===== config.mk =====
export PLATFORM = sky130hd
export DESIGN_NAME = reaction_ctrl
export DESIGN_NICKNAME = d
export VERILOG_FILES = /design/src/rtl/reaction_ctrl_pkg.sv /design/src/rtl/reaction_ctrl_bcd4_counter.sv /design/src/rtl/reaction_ctrl.sv
export SDC_FILE = /design/constraint.sdc
export NUM_CORES = 1
export LEC_CHECK = 0
export ABC_CLOCK_PERIOD_IN_PS = 2400
export CAP_MARGIN = 30
export CORE_MARGIN = 3
export CORE_UTILIZATION = 30
export CTS_BUF_LIST = sky130_fd_sc_hd__clkbuf_4 sky130_fd_sc_hd__clkbuf_8 sky130_fd_sc_hd__clkbuf_16
export DETAILED_ROUTE_END_ITERATION = 16
export REMOVE_ABC_BUFFERS = 1
export SYNTH_ARGS = -nofsm -noshare
export SYNTH_HDL_FRONTEND = slang
export SYNTH_SLANG_ARGS = --single-unit

===== constraint.sdc =====
create_clock -name clk -period 2.4 [get_ports clk]
set_input_delay 0.24 -clock clk [delete_from_list [all_inputs] [get_ports clk]]
set_output_delay 0.24 -clock clk [all_outputs]
set_load 0.01 [all_outputs]

===== src/rtl/reaction_ctrl_pkg.sv =====
// ============================================================================
// Module   : reaction_ctrl_pkg
// Purpose  : Shared definitions for the reaction-timer control stage. Holds
//            the trial FSM state encoding, the BCD limits and a helper that
//            advances a 4-digit BCD value by one.
// Ports    : none (package)
// Revision : 1.0 - initial release
// ============================================================================
`timescale 1ns/1ps
`default_nettype none

package reaction_ctrl_pkg;

  // Trial FSM state encoding (3-bit)
  localparam logic [2:0] S_IDLE   = 3'd0;
  localparam logic [2:0] S_ARM    = 3'd1;
  localparam logic [2:0] S_WAIT   = 3'd2;
  localparam logic [2:0] S_GO     = 3'd3;
  localparam logic [2:0] S_REPORT = 3'd4;
  localparam logic [2:0] S_FOUL   = 3'd5;

  localparam logic [15:0] BCD_MAX  = 16'h9999;
  localparam logic [15:0] BCD_ZERO = 16'h0000;

  // Adds one to a 4-digit BCD value. A digit at 9 rolls to 0 and carries
  // into the next digit; the caller is responsible for saturation.
  function automatic logic [15:0] bcd_inc(input logic [15:0] v);
    logic [15:0] r;
    logic        c;
    r = v;
    c = 1'b1;
    for (int i = 0; i < 4; i++) begin
      if (c) begin
        if (v[4*i +: 4] == 4'd9) begin
          r[4*i +: 4] = 4'd0;
        end else begin
          r[4*i +: 4] = v[4*i +: 4] + 4'd1;
          c           = 1'b0;
        end
      end
    end
    return r;
  endfunction

endpackage

`default_nettype wire


===== src/rtl/reaction_ctrl_bcd4_counter.sv =====
// ============================================================================
// Module   : bcd4_counter
// Purpose  : 4-digit BCD up-counter, saturating at 9999, synchronous clear.
// Ports    : clk   - system clock, rising edge
//            reset - asynchronous active-low reset
//            clr   - synchronous clear to 0000 (wins over inc)
//            inc   - count enable, one step per asserted cycle
//            q     - current BCD count
//            sat   - high while q == 9999
// Revision : 1.0 - initial release
// ============================================================================
`timescale 1ns/1ps
`default_nettype none

module bcd4_counter
  import reaction_ctrl_pkg::*;
(
  input  logic        clk,
  input  logic        reset,
  input  logic        clr,
  input  logic        inc,
  output logic [15:0] q,
  output logic        sat
);

  logic [15:0] r_q;
  logic        w_sat;

  assign w_sat = (r_q == BCD_MAX);

  always_ff @(posedge clk or negedge reset) begin
    if (!reset) begin
      r_q <= BCD_ZERO;
    end else if (clr) begin
      r_q <= BCD_ZERO;
    end else if (inc && !w_sat) begin
      r_q <= bcd_inc(r_q);
    end
  end

  assign q   = r_q;
  assign sat = w_sat;

endmodule

`default_nettype wire


===== src/rtl/reaction_ctrl.sv =====
// ============================================================================
// Module   : reaction_ctrl
// Purpose  : Control and timing stage of the reaction timer. Arms the random
//            delay block, lights GO, measures the response in BCD ms and
//            hands the result to the scoring unit with a one-cycle strobe.
// Ports    : clk         - system clock, rising edge
//            reset       - asynchronous active-low reset
//            start       - start-trial request (level)
//            react       - player button (level, pre-debounced)
//            delay_done  - delay block down-counter is zero
//            delay_ld    - load strobe to delay block
//            delay_en    - enable to delay block (LFSR + counter)
//            led_go      - GO indicator
//            false_start - sticky foul flag for the current trial
//            sc_in       - 16-bit BCD reaction time to scoring unit
//            sc_update   - one-cycle result strobe to scoring unit
// Revision : 1.0 - initial release
// ============================================================================
`timescale 1ns/1ps
`default_nettype none

module reaction_ctrl
  import reaction_ctrl_pkg::*;
#(
  parameter int CLK_PER_MS = 50000,
  parameter int PRESC_W    = 16
) (
  input  logic        clk,
  input  logic        reset,
  input  logic        start,
  input  logic        react,
  input  logic        delay_done,
  output logic        delay_ld,
  output logic        delay_en,
  output logic        led_go,
  output logic        false_start,
  output logic [15:0] sc_in,
  output logic        sc_update
);

  localparam logic [PRESC_W-1:0] C_PRESC_LAST = PRESC_W'(CLK_PER_MS - 1);

  logic [2:0]         r_state;
  logic [2:0]         w_next;
  logic [PRESC_W-1:0] r_presc;
  logic               w_presc_wrap;
  logic               w_tick;
  logic               w_clr;
  logic [15:0]        w_count;
  logic               w_sat;

  // Outputs are registered from the next state so that every output reads
  // 0 while reset is held, even though IDLE itself drives delay_en high.
  logic               r_delay_ld;
  logic               r_delay_en;
  logic               r_led_go;
  logic               r_false_start;
  logic [15:0]        r_sc_in;
  logic               r_sc_update;

  assign w_presc_wrap = (r_presc == C_PRESC_LAST);
  // A tick coinciding with react is dropped so the reported time is the
  // count the player actually beat.
  assign w_tick       = (r_state == S_GO) && w_presc_wrap && !react;
  assign w_clr        = (r_state == S_ARM);

  bcd4_counter u_cnt (
    .clk   (clk),
    .reset (reset),
    .clr   (w_clr),
    .inc   (w_tick),
    .q     (w_count),
    .sat   (w_sat)
  );

  always_comb begin
    w_next = r_state;
    case (r_state)
      S_IDLE:   if (start && !react) w_next = S_ARM;
      S_ARM:    w_next = S_WAIT;
      // react outranks delay_done: pressing early is a foul even if GO
      // would have lit on the same edge.
      S_WAIT:   if (react)           w_next = S_FOUL;
                else if (delay_done) w_next = S_GO;
      S_GO:     if (react || w_sat)  w_next = S_REPORT;
      S_REPORT: w_next = S_IDLE;
      S_FOUL:   w_next = S_IDLE;
      default:  w_next = S_IDLE;
    endcase
  end

  always_ff @(posedge clk or negedge reset) begin
    if (!reset) begin
      r_state       <= S_IDLE;
      r_presc       <= '0;
      r_delay_ld    <= 1'b0;
      r_delay_en    <= 1'b0;
      r_led_go      <= 1'b0;
      r_false_start <= 1'b0;
      r_sc_in       <= BCD_ZERO;
      r_sc_update   <= 1'b0;
    end else begin
      r_state <= w_next;

      if (r_state == S_ARM) begin
        r_presc <= '0;
      end else if (r_state == S_GO) begin
        r_presc <= w_presc_wrap ? '0 : r_presc + PRESC_W'(1);
      end

      r_delay_ld  <= (w_next == S_ARM);
      r_delay_en  <= (w_next == S_IDLE) || (w_next == S_ARM) || (w_next == S_WAIT);
      r_led_go    <= (w_next == S_GO);
      r_sc_update <= (w_next == S_REPORT) || (w_next == S_FOUL);

      // sc_in and false_start hold between trials; they change only when
      // a new trial arms or a result is produced.
      if (w_next == S_ARM) begin
        r_false_start <= 1'b0;
        r_sc_in       <= BCD_ZERO;
      end else if (w_next == S_REPORT) begin
        r_sc_in       <= w_count;
      end else if (w_next == S_FOUL) begin
        r_false_start <= 1'b1;
        r_sc_in       <= BCD_MAX;
      end
    end
  end

  assign delay_ld    = r_delay_ld;
  assign delay_en    = r_delay_en;
  assign led_go      = r_led_go;
  assign false_start = r_false_start;
  assign sc_in       = r_sc_in;
  assign sc_update   = r_sc_update;

endmodule

`default_nettype wire


==> metrics.txt, run 1 <==
critical path arrival 2.37 ns; DRC Markers 0; GP Congestion 0.801; worst reg2reg startpoint u_cnt.q[0]; number of diodes 0; switching share of power 0.358; FILL cells 883; latest clock arrival within the worst-skew pair 0.32 ns; initial antenna violation count 0; power share of the clock group 0.199; total CTS buffers 5; Synth Instances 284; Clk pin slew, worst setup/hold paths 0.11 ns; min-delay worst type in2async; power share of the combinational group 0.350; final worst hold slack 0.0366 ns; Final setup violation count 0; Die Y 104 µm; Setup Fix Bufs, Post-CTS 0; 1st-iter DRT viols 108; Post-synth EDFFs 0; post-place setup slack 0.227 ns; Pleak 0.00157 µW; Post-Place Cell Area 0.00329 mm²; outcome finished clean; Highest Clock Rate 460 MHz; fin util 0.377; P&R area growth vs syn 18.7%; first-pass GRT wire length 11100 µm; met1 Use GR 0.167; Slew HR 0.534; CP endpoint kind flop; sequential share of power 0.450; maximum VDD drop 0.282 mV; final setup margin 0.227 ns; H-tree levels 2; CTS tree built; RSZ-0062 raised after global routing false; gr busiest metal met2; Power Dens Cells 819 mW/mm²; Final TNS setup 0 ns; R2R cell count 6; cts hold-fix bufs 0; layout cell share with drive strength beyond 1 0.0940; Initial Util 0.318; top post-synthesis cells by count dfrtp_1, nor2_1, nand2_1; synth top area cells dfrtp_1, nor2_1, ha_1; total routed wirelength 6360 µm; Unique masters post-synth 49; drt pass-1 iters 4; Synth top area share 0.491; Critical Path Start Type flop; Reg2Reg Setup Slack 0.23 ns; mapped cell area 0.00285 mm²; drt via density 5.09; total congestion overflow 0; met2 Track Usage GR 0.206; Worst R2R End sc_in[2]; Final #Nets 332; Post-synth top flop dfrtp_1; register area share after synthesis 0.491; vias in the first global route 2265; Final Cycle Share 0.905; final hold vios 0; GRT Util Overall 0.124; Final Max Tran Viols 0; P_sw 993 µW; pin count of the biggest net entering global routing 57; Setup Skew 0.0217 ns; Max Cap Violations 0; synth warn 0; Finished Cell Area 0.00339 mm²; dpl hpwl 4580 µm; Max clock buf depth 2; drt wl/cell 14.3 µm; Async SR Flop Fraction 1.00; Core Box Area 0.00898 mm²; met3 Use GR 0.0243; Final ANT Viol Nets 0; row count 34; Critical Path RT 2.60 ns; syn_area_per_cell 10.0 µm²; Worst-Margin Slew 0.700 ns; min Tclk post-route 2.17 ns; number of I/O port buffers 25; critical path peak fanout 16; I/O pins 26; CP startpoint u_cnt.q[0]; top-count cell post-synth dfrtp_1; clock sink count 56; critical path class reg2reg; #FFs+latches synth 56; Die X 104 µm; Setup crit end sc_in[2]; die footprint 0.0107 mm²; vias post-DR 2266; Root Driver clkbuf_8; P_int 1780 µW; Synth area leader dfrtp_1
logic make-up after synthesis:
family,Yosys count,synth area share
AND/OR/NAND/NOR,118,0.227
AO/OA/AOI/OAI,70,0.177
flip-flops,56,0.491
buffers and inverters,21,0.0342
XOR/XNOR,9,0.0276
adder cells (fa/ha/maj),9,0.0395
multiplexers,1,0.00351
critical path, cell delays in order (launching register included):
cell,delay [ns]
dfrtp_1,0.47
ha_1,0.25
nand3b_4,0.16
o41ai_4,0.49
nand3_4,0.22
o21a_4,0.25
a22o_1,0.20
cell type report:
type | instances | area, µm² | area share
Timing Repair Buffer | 36 | 328 | 0.0968
Inverter | 12 | 45.0 | 0.0133
Clock buffer | 6 | 82.6 | 0.0244
Clock inverter | 2 | 13.8 | 0.00406
Tap cell | 126 | 158 | 0.0465
Multi-Input combinational cell | 207 | 1360 | 0.401
Sequential cell | 56 | 1400 | 0.414
power by group through the flow:
stage	Clock, µW	Sequential (µW)	Combinational (µW)
5_1_grt	612	1280	1090
3_5_place_dp	0	1270	976
2_1_floorplan	0	1290	473
4_1_cts	578	1250	981
3_3_place_gp	0	1260	967
6_report	554	1250	973
stage by stage:
stage,cells,power [µW]
global placement,437,2230
finish,445,2780
CTS,445,2810
global route,445,2980
floorplan,275,1760
detailed placement,437,2250
metal layers:
layer	vias up	routed length (µm)
li1	1099	-
met1	1119	3100
met2	40	2970
met3	8	227
met4	0	65
met5	-	0
cells in the final DEF (no fill, tap or decap), types with 2 or more instances in the layout:
cell type and instances:
or3_1 4, nor2b_1 3, dfrtp_1 56, a21oi_1 8, nand2_1 25, xnor2_1 4, o41ai_1 3, nand3b_4 2
inv_1 12, nand3_1 13, and3_1 4, buf_4 11, a21o_1 3, a22o_1 8, nor4_1 6, nor3_1 4
xor2_1 5, nand3b_1 3, a31oi_1 3, nand4_1 5, clkbuf_8 6, nand4b_1 2, clkdlybuf4s50_1 24, ha_1 9
o31ai_1 6, nand2b_1 4, o21ai_0 22, nor2_1 34, o2bb2ai_1 8
worst min-delay path by stage:
| stage | slack, ns | end | startpoint | cells after the start |
|---|---|---|---|---|
| floorplan | -0.06 | delay_en | reset | 0 |
| global placement | 0.42 | r_presc[7] | reset | 2 |
| detailed placement | 0.43 | r_presc[6] | reset | 2 |
| CTS | 0.07 | u_cnt.q[0] | reset | 2 |
| global route | 0.12 | led_go | reset | 2 |
| finish | 0.04 | u_cnt.q[0] | reset | 2 |
state kept, by name, summed over array words and instances (netlist names):
signal,cells
delay_en,1
delay_ld,1
false_start,1
led_go,1
r_presc,16
r_state,3
sc_in,16
sc_update,1
u_cnt.q,16
what timing repair did:
action,in CTS,in global routing
setup endpoints to repair,0,2
resized for setup,0,1
hold endpoints to repair,0,0
No activity file was read; power rests on OpenSTA's default activity.
==> run 2: changes to the inputs <==
==> constraint.sdc (replaced) <==
create_clock -name clk -period 2.4 [get_ports clk]
set_input_delay 0.36 -clock clk [delete_from_list [all_inputs] [get_ports clk]]
set_output_delay 0.36 -clock clk [all_outputs]
set_load 0.01 [all_outputs]
==> metrics.txt, run 2 (synthesis gave the netlist of run 1 again) <==
dpl hpwl 4380 µm; Final Max Tran Viols 0; Power Dens Cells 829 mW/mm²; gr busiest metal met2; vias in the first global route 2162; final hold vios 0; met2 Track Usage GR 0.192; # resized after CTS 0; Initial Util 0.318; largest stage delay on the critical path 0.51 ns; clock sink count 56; min Tclk post-route 2.16 ns; Critical Path RT 2.62 ns; Root Driver clkbuf_8; I/O pins 26; critical path class reg2reg; total CTS buffers 5; met1 Use GR 0.167; final worst hold slack 0.157 ns; outcome finished clean; Setup Fix Bufs, Post-CTS 0; critical path arrival 2.39 ns; latest clock arrival within the worst-skew pair 0.31 ns; P&R area growth vs syn 18.3%; GP Congestion 0.808; fin util 0.376; drt via density 4.94; Highest Clock Rate 462 MHz; number of diodes 0; Final Cycle Share 0.902; die footprint 0.0107 mm²; Critical Path Start Type flop; min-delay worst type in2async; met3 Use GR 0.0211; most common cell after layout, fill and taps aside dfrtp_1; final setup margin 0.235 ns; H-tree levels 2; Die Y 104 µm; DRC Markers 0; Setup Skew 0.0130 ns; layout cell share with drive strength beyond 1 0.0823; CP endpoint kind flop; Clk pin slew, worst setup/hold paths 0.10 ns; Post-Place Cell Area 0.00326 mm²; Slowest-stage cell, CP or3_1; pin count of the biggest net entering global routing 57; initial antenna violation count 0; maximum VDD drop 0.257 mV; Worst-Margin Slew 0.700 ns; most frequent cells in the layout dfrtp_1, nor2_1, nand2_1; Pleak 0.00156 µW; Finished Cell Area 0.00338 mm²; total routed wirelength 6050 µm; Core Box Area 0.00898 mm²; CP cell instances ha_1 > nand3b_1 > nor4_1 > a21oi_1 > or3_1 > o2bb2ai_1; 1st-iter DRT viols 67; row count 34; Final #Nets 329; Max Cap Violations 0; drt wl/cell 13.7 µm; Worst path top cell family by delay simple AND/OR/NAND/NOR gates; post-place setup slack 0.223 ns; Die X 104 µm; Final setup violation count 0; Buf/Inv on CP 0; GRT Util Overall 0.119; Slew HR 0.533; first-pass GRT wire length 10700 µm; cts hold-fix bufs 0; number of I/O port buffers 25; critical path peak fanout 10; drt pass-1 iters 4; Final TNS setup 0 ns; RSZ-0062 raised after global routing false; Final ANT Viol Nets 0; CTS tree built; vias post-DR 2185; Max clock buf depth 2; total congestion overflow 0
[run 2: path summary, 6_finish.rpt]
check                           start         end  slack, ns  cells after the start
max                        u_cnt.q[8]    sc_in[3]       0.24                      6
min                             reset  r_presc[9]       0.16                      2
max reg2reg                u_cnt.q[8]    sc_in[3]       0.24                      6
min reg2reg                  sc_in[8]    sc_in[8]       0.49                      1
max in group asynchronous       reset    sc_in[3]       1.77                      2
min in group clk             sc_in[8]    sc_in[8]       0.49                      1
[run 2: layer usage]
metal  vias up  part of all wire
met2        34              0.46
met4         0             0.011
met5         -                 0
met3         8             0.029
met1      1054              0.50
li1       1089                 -
[run 2: report_power, final]
part / switching [µW] / leakage, µW / internal [µW]
logic: 512 / 0.000748 / 424
registers: 146 / 0.000756 / 1100
clock network: 311 / 0.0000541 / 309
total: 969 / 0.00156 / 1830
[run 2: cell type report]
class / count / area (µm²)
fill: 879 / 5600
inverter: 12 / 45.0
clock inverter: 3 / 42.5
multi-input combinational: 207 / 1360
sequential: 56 / 1400
timing repair buffer: 33 / 305
tap: 126 / 158
clock buffer: 5 / 68.8
[run 2: metrics by stage]
step	instances	power, µW
6_report	442	2800
5_1_grt	442	3020
4_1_cts	442	2840
3_5_place_dp	434	2210
3_3_place_gp	434	2200
2_1_floorplan	275	1760
==> RTL edit 1 (settings of run 2) <==
Change the parameter `PRESC_W` from 16 to 32.
--- a/src/rtl/reaction_ctrl.sv
+++ b/src/rtl/reaction_ctrl.sv
@@ -25,3 +25,3 @@
   parameter int CLK_PER_MS = 50000,
-  parameter int PRESC_W    = 16
+  parameter int PRESC_W    = 32
 ) (
Function: same outputs for any inputs over 10 cycles, from zero or initial values and one cycle with reset low; that may be too few to reach the edited logic, so the function may still have changed.
==> RTL edit 1 against run 2 <==
Combinational power grew 2.7%. Wire length is 49% higher. Non-clock buffer count is 18 higher. Sequential cell count grew 16. Area after synthesis is 29% higher. Cell area up 35%. Setup slack worse by 100 ps. Power increased by 35%. Critical endpoint is now u_cnt.q[15]$_DFFE_PN0P_.
==> RTL edit 1: results (changes against run 2) <==
Worst setup path
The endpoint of the lowest-slack register-to-register path is u_cnt.q[15]$_DFFE_PN0P_ (was sc_in[3]$_DFFE_PN0P_). The launch point of the worst path was r_presc[21]$_DFFE_PN0P_ (was u_cnt.q[8]$_DFFE_PN0P_). The data arrival time of the critical path is 2530 ps (was 2390 ps). The slowest cell on the critical path is sky130_fd_sc_hd__or4_4 (was sky130_fd_sc_hd__or3_1).

The register-to-register setup slack is 130 ps (was 240 ps).

Place
The last weighted congestion value of the routability-driven placer is 0.833 (was 0.808). The half-perimeter wire length after placement is 6.40 mm (was 4.38 mm). The cell area after placement is 4240 sq um (was 3260 sq um). The placed instance count is 556 (was 434).

GRT
The global-route wire length before repair is 15.2 mm (was 10.7 mm). The total routing resource utilization after global routing is 14.2% (was 11.9%). The number of global-route vias before repair is 2992 (was 2162). The maximum number of pins on one net before global-route repair came to 28 (was 57).

Power
The power dissipated in sequential cells is 1.43 mW (was 1.24 mW). The standby leakage power is 2.04 nW (was 1.56 nW). The share of total power consumed by net switching came to 29.8% (was 34.6%). The combinational power is 961 uW (was 936 uW).

The worst vdd rail ir drop came to 0.000310 V (was 0.000257 V).

Yosys
The post-synthesis sequential area ratio is 48.9% (was 49.1%). Most used standard cells in the synthesized netlist: sky130_fd_sc_hd__dfrtp_1, sky130_fd_sc_hd__nor2_1, sky130_fd_sc_hd__nand2_1, sky130_fd_sc_hd__nand3_1, sky130_fd_sc_hd__clkbuf_1 (was sky130_fd_sc_hd__dfrtp_1, sky130_fd_sc_hd__nor2_1, sky130_fd_sc_hd__nand2_1, sky130_fd_sc_hd__o21ai_0, sky130_fd_sc_hd__nand3_1). The mean post-synth cell area is 9.65 sq um (was 10.0 sq um). The number of distinct library cells after synthesis is 48 (was 49).

Final layout
The total number of nets in the final design was 439 (was 329). The number of fill cells was 1169 (was 879). The non-filler instance count after layout is 573 (was 442).

Timing
The final worst hold slack came to 4.44 ps (was 157 ps). The share of the clock period used by the worst path after layout came to 94.5% (was 90.2%).

Detailed routing
The violation count after the first detailed-routing iteration is 143 (was 67). The average wire per cell in the routed design is 15.7 um (was 13.7 um). The via total after detailed routing came to 3057 (was 2185).

Run status
Result of the run: finished, final reports clean (unchanged).

Clock tree
The CTS clock-pin slew for the worst setup and hold paths came to 60 ps (was 100 ps). The root buffer cell was sky130_fd_sc_hd__clkbuf_16 (was sky130_fd_sc_hd__clkbuf_8).
[RTL edit 1: changes by cell type in the layout (fill, tap and decap cells not counted), moves of 9 or more]
cell                        delta
sky130_fd_sc_hd__dfrtp_1      +16
sky130_fd_sc_hd__buf_4        +17
sky130_fd_sc_hd__nand3_1      +14
sky130_fd_sc_hd__o21ai_0      -12
sky130_fd_sc_hd__clkbuf_16     +9
sky130_fd_sc_hd__nor2_1       +11
sky130_fd_sc_hd__xor2_1       +12
sky130_fd_sc_hd__a31oi_1       +9
[RTL edit 1: layer usage]
| layer | global-route usage, % | routed length (um) | vias up |
|---|---|---|---|
| met5 | 0 | 0 | - |
| met4 | 4.97 | 137 | 0 |
| met3 | 3.19 | 441 | 10 |
| met2 | 21.5 | 4080 | 72 |
| met1 | 20.2 | 4340 | 1499 |
| li1 | - | - | 1476 |
[RTL edit 1: cell type report]
class / instances / area (sq um) / share of cell area (%)
clock buffers: 12 / 260 / 5.69
clock inverters: 4 / 51.3 / 1.12
inverters: 13 / 48.8 / 1.07
multi-input cells: 278 / 1780 / 38.9
flip-flops and latches: 72 / 1800 / 39.4
well taps: 143 / 179 / 3.91
repair buffers: 51 / 453 / 9.91
[RTL edit 1: kinds of logic (layout without fill, tap and decap cells)]
logic type | count (synthesis) | count (layout) | share of synthesized area, %
buffers and inverters | 32 | 80 | 3.29
muxes | 5 | 5 | 1.43
and+or+nand+nor | 170 | 170 | 24.4
AOI/OAI and AO/OA | 72 | 72 | 13.7
xor gates and xnor gates | 22 | 22 | 5.23
DFF | 72 | 72 | 48.9
adders and majority gates | 9 | 9 | 3.06
[RTL edit 1: repair_timing]
action	4_1_cts	5_1_grt
gates resized for setup	1	2
hold buffers	0	0
setup endpoints to repair	4	6
pin swaps	0	1
setup buffers	0	1
==> RTL edit 2 (flow settings as in run 2) <==
Without the edit above. Make the reset (`reset`) synchronous in 2 clocked blocks. Comments in the files are not updated.
--- a/src/rtl/reaction_ctrl_bcd4_counter.sv
+++ b/src/rtl/reaction_ctrl_bcd4_counter.sv
@@ -30,3 +30,3 @@
 
-  always_ff @(posedge clk or negedge reset) begin
+  always_ff @(posedge clk) begin
     if (!reset) begin
--- a/src/rtl/reaction_ctrl.sv
+++ b/src/rtl/reaction_ctrl.sv
@@ -91,3 +91,3 @@
 
-  always_ff @(posedge clk or negedge reset) begin
+  always_ff @(posedge clk) begin
     if (!reset) begin
Behaviour: differs if reset is asserted again (counterexample within 4 cycles, from zero or initial values and one cycle with reset low); with reset held inactive, the same outputs for 10 cycles.
==> RTL edit 2 against run 2 <==
Maximum frequency down 7.6%. Wire length down 7.7%. Area after synthesis down 15%. Cell area down 8.9%. Sequential share of layout area down 5.1 points. Setup slack worse by 180 ps. Sequential cell count unchanged.
Power is not compared: it rests on default switching activity, and its combinational part moved more than twofold at a synthesized area within 25%.
==> RTL edit 2: results (changes against run 2) <==
Place
The placed instance count is 417 (was 434). The worst setup slack before clock tree synthesis is -92.0 ps (was 223 ps). The cell area after placement is 2950 sq um (was 3260 sq um).

Detailed routing
The average wire per cell in the routed design is 13.1 um (was 13.7 um). The violation count after the first detailed-routing iteration is 108 (was 67). The via total after detailed routing was 2083 (was 2185).

Worst setup path
The largest fanout on the critical path is 5 (was 10). The endpoint of the lowest-slack register-to-register path was u_cnt.q[7]$_SDFFE_PP0P_ (was sc_in[3]$_DFFE_PN0P_). The launch point of the worst reg-to-reg path is r_presc[4]$_SDFFE_PP0N_ (was u_cnt.q[8]$_DFFE_PN0P_). The kind of cell with the highest combined delay on the critical path is simple AND/OR/NAND/NOR gates (unchanged). The slowest cell on the critical path is sky130_fd_sc_hd__or4_4 (was sky130_fd_sc_hd__or3_1). The register-to-register setup slack is 60 ps (was 240 ps).

The timing endpoint of the critical path was u_cnt.q[7]$_SDFFE_PP0P_ (was sc_in[3]$_DFFE_PN0P_). The delay contributed by the slowest stage of the critical path is 540 ps (was 510 ps). The count of cells along the worst register-to-register path was 5 (was 6).

Hold path
The worst min-delay path class is flop to flop (was input pin to async pin).

Timing
The share of the clock period used by the worst path after layout is 97.6% (was 90.2%). The transition time at the pin with the least slew margin was 686 ps (was 700 ps). The setup skew after layout is 6.22 ps (was 13.0 ps).

Final layout
The total area of multi-input combinational cells was 1250 sq um (was 1360 sq um). The number of fill cells was 793 (was 879). The ratio of cells with drive above 1 in the final layout is 14.8% (was 8.23%).

GRT
The number of global-route vias before repair came to 1984 (was 2162). The maximum number of pins on one net before global-route repair was 18 (was 57). The total routing resource utilization after global routing came to 12.6% (was 11.9%). The global-route wire length before repair was 9.26 mm (was 10.7 mm).

Yosys
The number of distinct library cells after synthesis is 48 (was 49). The async set-reset flop share out of synthesis came to 0% (was 100%). The mean post-synth cell area is 8.75 sq um (was 10.0 sq um). The number of synthesis warnings is 0 (unchanged).

Run status
Result of the run: finished, final reports clean (unchanged).
## RTL edit 2: cell count changes in the layout (fill, tap and decap cells not counted), sizes merged, moves of 8 or more
cell and delta:
dfxtp +56, ha -8, o21ai -15, o2bb2ai -8, o22ai +8, buf +19, dfrtp -56
## RTL edit 2: final cells by class
class,instances,share of cell area [%]
Multi-Input combinational cell,201,40.6
Sequential cell,56,36.5
Timing Repair Buffer,53,15.0
Tap cell,102,4.15
Clock buffer,6,2.69
Inverter,6,0.732
Clock inverter,2,0.448
## RTL edit 2: kinds of logic (layout without fill, tap and decap cells)
logic type               Yosys count  in the layout  synth area share [%]
buffers and inverters             21             67                  3.55
AND/OR/NAND/NOR                  129            129                  27.8
AO/OA/AOI/OAI                     47             47                  13.0
XOR/XNOR                          17             17                  6.12
adder cells (fa/ha/maj)            1              1                 0.514
flip-flops                        56             56                  46.1
multiplexers                       7              7                  2.88
## RTL edit 2: worst register-to-register path: stages (launching register included)
cell,delay [ps]
sky130_fd_sc_hd__dfxtp_1,330
sky130_fd_sc_hd__or4b_1,520
sky130_fd_sc_hd__or3_4,340
sky130_fd_sc_hd__or4_4,540
sky130_fd_sc_hd__o41a_1,340
sky130_fd_sc_hd__o31ai_2,180
## RTL edit 2: worst min path at each step
| stage | slack, ps | cells past startpoint | endpoint |
|---|---|---|---|
| 5_1_grt | 510 | 1 | sc_in[2]$_SDFFE_PP0P_ |
| 3_5_place_dp | 460 | 1 | sc_in[1]$_SDFFE_PP0P_ |
| 2_1_floorplan | 450 | 2 | r_presc[1]$_SDFFE_PP0N_ |
| 6_report | 480 | 2 | r_presc[1]$_SDFFE_PP0N_ |
| 3_3_place_gp | 460 | 1 | sc_in[13]$_SDFFE_PP0P_ |
| 4_1_cts | 480 | 2 | r_presc[1]$_SDFFE_PP0N_ |
## RTL edit 2: repair_timing
| action | 4_1_cts | 5_1_grt |
|---|---|---|
| gates resized for setup | 2 | 3 |
| setup buffers | 1 | 0 |
| setup endpoints to repair | 2 | 11 |
| pin swaps | 1 | 0 |
## RTL edit 2: power groups by stage
stage | clock network, mW | logic, mW | registers, mW
after CTS | 0.567 | 0.0955 | 0.943
final | 0.548 | 0.0949 | 0.943
after detailed placement | 0 | 0.0951 | 0.964
after global routing | 0.604 | 0.105 | 0.944
after floorplan | 0 | 0.0409 | 0.967
after global placement | 0 | 0.0940 | 0.964
## RTL edit 2: layer usage
layer	up-vias	routed length, um	global-route usage [%]
li1	1064	-	-
met3	8	189	3.13
met4	0	59	2.96
met1	981	2750	17.1
met5	-	0	0
met2	30	2580	20.1
